$ cat src/rtl/imem_loader_pkg.sv
// Shared definitions for the boot-time instruction-memory loader.
// Holds the loader state encoding, stream framing constants and the capacity check.
package imem_loader_pkg;

    typedef enum logic [2:0] {
        StIdle,
        StLenLo,
        StLenHi,
        StData,
        StDone,
        StErr
    } loader_state_e;

    localparam int unsigned LEN_BYTES      = 2;
    localparam int unsigned BYTES_PER_WORD = 4;
    localparam int unsigned LEN_W          = 8 * LEN_BYTES;

    // Image capacity in words, one bit wider than the header so 2^16 stays representable.
    function automatic logic [LEN_W:0] capacity_words(input int unsigned addr_w);
        return (LEN_W + 1)'(1) << addr_w;
    endfunction

endpackage

$ cat src/rtl/imem_loader_byte_packer.sv
// Assembles consecutive bytes into a little-endian word and pulses word_valid
// in the cycle the final byte of the word is presented.
module imem_loader_byte_packer
    import imem_loader_pkg::*;
#(
    parameter int unsigned WORD_W = 32
) (
    input  logic              clk,
    input  logic              rst_n,
    input  logic              clear,
    input  logic              byte_valid,
    input  logic [7:0]        byte_data,
    output logic              word_valid,
    output logic [WORD_W-1:0] word
);

    localparam int unsigned      IdxW    = $clog2(BYTES_PER_WORD);
    localparam logic [IdxW-1:0] LastIdx = IdxW'(BYTES_PER_WORD - 1);

    logic [IdxW-1:0]   idx_q, idx_d;
    logic [WORD_W-9:0] acc_q, acc_d;

    always_comb begin
        idx_d = idx_q;
        acc_d = acc_q;
        if (clear) begin
            idx_d = '0;
            acc_d = '0;
        end else if (byte_valid) begin
            if (idx_q == LastIdx) begin
                idx_d = '0;
                acc_d = '0;
            end else begin
                idx_d = idx_q + 1'b1;
                for (int unsigned k = 0; k < BYTES_PER_WORD - 1; k++) begin
                    if (idx_q == IdxW'(k)) begin
                        acc_d[8*k +: 8] = byte_data;
                    end
                end
            end
        end
    end

    always_ff @(posedge clk or negedge rst_n) begin
        if (!rst_n) begin
            idx_q <= '0;
            acc_q <= '0;
        end else begin
            idx_q <= idx_d;
            acc_q <= acc_d;
        end
    end

    // The last byte bypasses the accumulator so the word is complete in its arrival cycle.
    assign word_valid = byte_valid && !clear && (idx_q == LastIdx);
    assign word       = {byte_data, acc_q};

endmodule

$ cat src/rtl/imem_loader.sv
// Boot-time instruction-memory writer: parses a length header, writes each assembled
// word into the instruction ROM and holds the CPU in reset until the image is complete.
module imem_loader
    import imem_loader_pkg::*;
#(
    parameter int unsigned ADDR_W = 8,
    parameter int unsigned WORD_W = 32
) (
    input  logic              clk,
    input  logic              rst_n,
    input  logic              in_valid,
    input  logic [7:0]        in_data,
    output logic              in_ready,
    input  logic              reload,
    output logic              mem_we,
    output logic [ADDR_W-1:0] mem_addr,
    output logic [WORD_W-1:0] mem_wdata,
    output logic              cpu_rst_n,
    output logic              load_done,
    output logic              load_err,
    output logic [ADDR_W:0]   word_cnt
);

    localparam logic [LEN_W:0] Capacity = capacity_words(ADDR_W);

    loader_state_e state_q, state_d;

    logic [LEN_W-1:0]  len_q;
    logic [LEN_W-1:0]  hdr_len;
    logic [ADDR_W:0]   word_cnt_q;
    logic              mem_we_q;
    logic [ADDR_W-1:0] mem_addr_q;
    logic [WORD_W-1:0] mem_wdata_q;
    logic              cpu_rst_n_q;

    logic              accept;
    logic              byte_valid;
    logic              word_valid;
    logic [WORD_W-1:0] word;
    logic              last_word;
    logic              hdr_too_big;

    assign accept      = in_valid && in_ready;
    assign byte_valid  = accept && (state_q == StData);
    assign hdr_len     = {in_data, len_q[7:0]};
    assign hdr_too_big = {1'b0, hdr_len} > Capacity;
    assign last_word   = (32'(word_cnt_q) + 32'd1) == 32'(len_q);

    imem_loader_byte_packer #(
        .WORD_W (WORD_W)
    ) u_packer (
        .clk        (clk),
        .rst_n      (rst_n),
        .clear      (reload),
        .byte_valid (byte_valid),
        .byte_data  (in_data),
        .word_valid (word_valid),
        .word       (word)
    );

    always_ff @(posedge clk or negedge rst_n) begin
        if (!rst_n) begin
            state_q <= StIdle;
        end else begin
            state_q <= state_d;
        end
    end

    always_comb begin
        state_d = state_q;
        if (reload) begin
            state_d = StIdle;
        end else begin
            unique case (state_q)
                StIdle:  state_d = StLenLo;
                StLenLo: begin
                    if (accept) begin
                        state_d = StLenHi;
                    end
                end
                StLenHi: begin
                    if (accept) begin
                        if (hdr_len == '0) begin
                            state_d = StDone;
                        end else if (hdr_too_big) begin
                            state_d = StErr;
                        end else begin
                            state_d = StData;
                        end
                    end
                end
                StData: begin
                    if (word_valid && last_word) begin
                        state_d = StDone;
                    end
                end
                StDone:  state_d = StDone;
                StErr:   state_d = StErr;
                default: state_d = StIdle;
            endcase
        end
    end

    always_comb begin
        in_ready  = 1'b0;
        load_done = 1'b0;
        load_err  = 1'b0;
        unique case (state_q)
            StLenLo, StLenHi, StData: in_ready = !reload;
            StDone:                   load_done = 1'b1;
            StErr:                    load_err = 1'b1;
            default:                  in_ready = 1'b0;
        endcase
    end

    always_ff @(posedge clk or negedge rst_n) begin
        if (!rst_n) begin
            len_q      <= '0;
            word_cnt_q <= '0;
        end else if (reload) begin
            len_q      <= '0;
            word_cnt_q <= '0;
        end else begin
            if (accept && (state_q == StLenLo)) begin
                len_q[7:0] <= in_data;
            end
            if (accept && (state_q == StLenHi)) begin
                len_q[15:8] <= in_data;
            end
            if (word_valid) begin
                word_cnt_q <= word_cnt_q + 1'b1;
            end
        end
    end

    always_ff @(posedge clk or negedge rst_n) begin
        if (!rst_n) begin
            mem_we_q    <= 1'b0;
            mem_addr_q  <= '0;
            mem_wdata_q <= '0;
        end else begin
            mem_we_q <= word_valid;
            if (word_valid) begin
                mem_addr_q  <= word_cnt_q[ADDR_W-1:0];
                mem_wdata_q <= word;
            end
        end
    end

    // Released one cycle after DONE so the final write lands before the core starts.
    always_ff @(posedge clk or negedge rst_n) begin
        if (!rst_n) begin
            cpu_rst_n_q <= 1'b0;
        end else begin
            cpu_rst_n_q <= (state_q == StDone) && !reload;
        end
    end

    assign mem_we    = mem_we_q;
    assign mem_addr  = mem_addr_q;
    assign mem_wdata = mem_wdata_q;
    assign cpu_rst_n = cpu_rst_n_q;
    assign word_cnt  = word_cnt_q;

endmodule

$ cat config.mk
export PLATFORM = sky130hd
export DESIGN_NAME = imem_loader
export DESIGN_NICKNAME = d
export VERILOG_FILES = /design/src/rtl/imem_loader_pkg.sv /design/src/rtl/imem_loader_byte_packer.sv /design/src/rtl/imem_loader.sv
export SDC_FILE = /design/constraint.sdc
export NUM_CORES = 1
export LEC_CHECK = 0
export CAP_MARGIN = 25
export CORE_MARGIN = 1
export CORE_UTILIZATION = 55
export CTS_BUF_LIST = sky130_fd_sc_hd__clkbuf_8
export CTS_CLUSTER_DIAMETER = 40
export DETAILED_ROUTE_END_ITERATION = 12
export DONT_BUFFER_PORTS = 1
export PLACE_DENSITY = 0.7
export SLEW_MARGIN = 30
export SYNTH_ARGS = -nofsm -noshare
export SYNTH_HDL_FRONTEND = slang
export SYNTH_HIERARCHICAL = 1
export SYNTH_SLANG_ARGS = --single-unit
$ cat constraint.sdc
create_clock -name clk -period 4.1 [get_ports clk]
set_input_delay 0.82 -clock clk [delete_from_list [all_inputs] [get_ports clk]]
set_output_delay 0.82 -clock clk [all_outputs]
set_load 0.005 [all_outputs]
==> impl_summary.md <==
Run
The tool flagged a number of max-cap violations equal to 0.

Routing
The routed layout has 3,111 vias. The wire length per cell is 19.1 µm. The final layout contains routed wiring with a total length of 9.72 mm.

The met3 routed wirelength is 368 µm. The highest layer touched by signal routing is met4. The pre-antenna-repair detailed-routing pass consisted of 4 iterations. The detail route stage leaves a number of antenna-violating nets equal to 0. The detailed-routing wirelength on met1 is 4.37 mm. The DRC violation count after routing is 0. After the first detailed-routing iteration, the DRC count stood at 125.

After detailed routing, the met2 layer carries 4.78 mm of wire. The via count normalized by instance count is 6.11.

Logic synthesis
The compound-cell area share of the yosys netlist is 15.0%. In the synthesized netlist, mux cells make up 9.56% of the area. The cell count after synthesis is 425.

The combined area of all synthesized cells is 4910 µm². The count of flip-flops with a built-in enable after synthesis is 0. The synthesis-stage register bit count is 96. sky130_fd_sc_hd__dfrtp_1 takes more of the synthesized area than any other cell.

The main flop type after synthesis is sky130_fd_sc_hd__dfrtp_1. Summing the areas of all xor and xnor instances in the mapped netlist gives 3.75% of the synthesized area. For this run, asynchronously set or reset flops after synthesis account for 100%. In this run the biggest area consumer among cell types represents 49.0% of the synthesized area. The portion of the post-synthesis area used by sequential elements is 49.0%.

The count of yosys warnings during synthesis is 6. The number of different library cells in the post-synthesis netlist is 51. The adder and majority cell fraction of the synthesized area is 1.02%. By area, the combinational part of the netlist is dominated by compound AO/OA/AOI/OAI gates.

The post-synthesis share of cell area spent on and, or, nand and nor gates is 14.4%. By area the synthesized netlist is led by sky130_fd_sc_hd__dfrtp_1 (49%), sky130_fd_sc_hd__mux2_2 (9.0%), sky130_fd_sc_hd__a221oi_2 (4.3%), sky130_fd_sc_hd__a21bo_2 (3.3%), sky130_fd_sc_hd__nand2_1 (2.8%). The mean instance size in the synthesized netlist is 11.5 µm². The net count after synthesis is 441.

Final layout
The most frequent standard cell in the layout excluding fill and tap cells is sky130_fd_sc_hd__dfrtp_1. The number of nets in the layout is 412. Compared with the post-synthesis result, the final layout area differs by 1.43%. Summing all multi-input logic gate instances after layout gives 2150 µm².

The number of antenna diodes in the final layout is 0. The area taken by flip-flops and latches is 2400 µm². The post-route netlist has 24.7% of its cells at a drive strength greater than 1. After the flow finishes, the layout carries non-filler instances totaling 509.

The layout has 736 filler cells. Cells fill 57.3% of the core in the end. In the layout the commonest cells are sky130_fd_sc_hd__dfrtp_1 (96), sky130_fd_sc_hd__mux2_2 (39), sky130_fd_sc_hd__nand2_1 (36).

Pwr
Combinational cells account for 3.4% of the total power. The overall power consumption is 1.76 mW. Across the VDD grid, the largest voltage drop is 163 µV.

The switching power is 0.393 mW. The sequential share of power is 55.5%. In this run, the clock network consumes 41.1% of the power. The total internal power is 1.37 mW. In this run the power density over the cells is 354 nW/µm². The switching power share of the total is 22.3%. The leakage power total is 2.10 nW.

Timing
The routed design could run at a clock period as short as 3.05 ns. The count of final max-slew check failures is 0. The transition time at the pin with the least slew margin is 0.838 ns.

For the final database, setup skew stands at 0.00854 ns. The number of setup violations in the final report is 0. The top achievable clock speed is 328 MHz. The final number of hold-violating endpoints is 0. Measured against its own limit, the worst slew margin works out to 43.9%.

The total negative slack for setup checks is 0 ns. Setup repair after global routing left no endpoint under its margin. In the finished design, the share of the clock period the worst path needs comes to 74.4%. The worst hold slack after final layout is 0.145 ns.

Outcome
The run finished with clean final reports.

Clocking
The post-cts repair resize count is 0. For this design, the CTS-stage hold fixing added 0 buffers. TritonCTS created 9 clock buffers. The tree is rooted in a sky130_fd_sc_hd__clkbuf_8.

The clock passes through at most 2 buffers. The number of levels the H-tree was split into is 3. The clock transition at the registers of the reported paths is 0.10 ns.

At the later pin of the worst-skew pair, clock insertion delay measures 0.36 ns. TritonCTS built the clock tree. The number of setup buffers added after CTS is 0. The CTS sink count is 96.

GRT
The via count of the first global-routing pass is 2,943. Entering global routing, the biggest net connects 97 pins. The initial antenna violation count was 0.

Across every metal layer, demand over resource in global routing totals 22.1%. Global routing finished with a remaining overflow of 0. The first global-routing pass estimated 15.4 mm of wire.

Worst setup path
STA classifies the critical path endpoint as a register. The cell with the largest stage delay on the worst path is sky130_fd_sc_hd__dfrtp_1. In this run the worst path has a maximum fanout of 19. For the worst setup path, the data arrival time is 3.30 ns.

The worst setup path is of the register to register kind. The endpoint required time on the critical path is 4.35 ns. For this run, the slowest stage of the critical path takes 0.72 ns. The kind of start point of the critical path is a register.

Traced cell by cell, the critical path runs through ha_1, and3b_2, or4b_2, nor3_1, nand4_1, a2111oi_4, a21oi_1, or2_2.

Floorplanning
The starting utilization of the core area is 56.5%. The core region is 8680 µm². 66 I/O pins were placed. The die covers 9300 µm². The die is 96.4 µm tall. The standard-cell row count is 34. The die span in x is 96.4 µm.

Placed design
Buffers placed on the I/O ports in this run total 0. After detailed placement, the design holds a cell count of 493. The congestion estimate from routability-driven global placement came to 0.801. The HPWL reported at the end of detailed placement is 6.25 mm.

Min path
The tightest min-delay check is of the input port to async pin type.
## routing by layer
metal,vias up,GRT usage [%]
li1,1448,-
met1,1597,28.9
met2,50,35.3
met3,16,5.87
met4,0,7.84
met5,-,0
## final cells by class
type	instances	share of cell area, %
Timing Repair Buffer	3	0.453
Multi-Input combinational cell	279	43.3
Clock inverter	5	1.71
Clock buffer	11	3.04
Tap cell	108	2.72
Sequential cell	96	48.3
Inverter	7	0.528
## Yosys cell counts (all sizes together) (3+ instances only)
library cell and instances:
a21bo 22, a21oi 12, a221oi 14, buf 31
clkbuf 11, dfrtp 96, ha 4, inv 6
mux2 39, mux2i 3, nand2 36, nand2b 15
nand3 20, nand4 6, nand4b 8, nor2 19
nor3 8, nor4 5, o21ai 21, xnor2 12
xor2 9
## flip-flops by register name, summed over array words and instances, names as in the netlist
signal	flops
mem_wdata	32
u_packer/acc_q	24
len_q	16
word_cnt	9
mem_addr	8
state_q	3
u_packer/idx_q	2
cpu_rst_n	1
mem_we	1
## final timing paths
check,from,endpoint,slack (ns),cells after the start
worst max-delay path,u_packer/idx_q[0],state_q[0],1.05,8
worst min-delay path,rst_n,mem_wdata[23],0.14,0
worst max register to register,u_packer/idx_q[0],state_q[0],1.05,8
worst min register to register,len_q[15],len_q[15],0.50,2
max in group asynchronous,rst_n,u_packer/acc_q[0],3.78,0
min in group clk,len_q[15],len_q[15],0.50,2
## critical path, delay by kind of cell (launching register included)
family          cells  cell delay, ns
compound gates      2            0.52
fa+ha+maj           1            0.29
flops               1            0.72
simple gates        5            1.43
## cell families (layout without fill, tap and decap cells)
| family | after synthesis | in the layout |
|---|---|---|
| AOI/OAI and AO/OA | 83 | 83 |
| DFF | 96 | 96 |
| adders and majority gates | 4 | 4 |
| and+or+nand+nor | 129 | 129 |
| buffers and inverters | 50 | 26 |
| muxes | 42 | 42 |
| xor gates and xnor gates | 21 | 21 |
## power by group through the flow
stage	Clock, mW	Sequential (mW)	Combinational [mW]
after global routing	0.771	0.980	0.0662
after global placement	0	0.995	0.0570
after CTS	0.734	0.977	0.0592
after detailed placement	0	0.996	0.0591
final	0.724	0.978	0.0597
after floorplan	0	0.989	0.0650
## stage by stage
stage,worst slack [ns],cell area (µm²)
6_report,1.05,4980
5_1_grt,0.905,4980
4_1_cts,1.07,4980
3_5_place_dp,0.889,4740
3_3_place_gp,0.934,4740
2_1_floorplan,0.423,4910
Power figures use the tool's default switching activity.
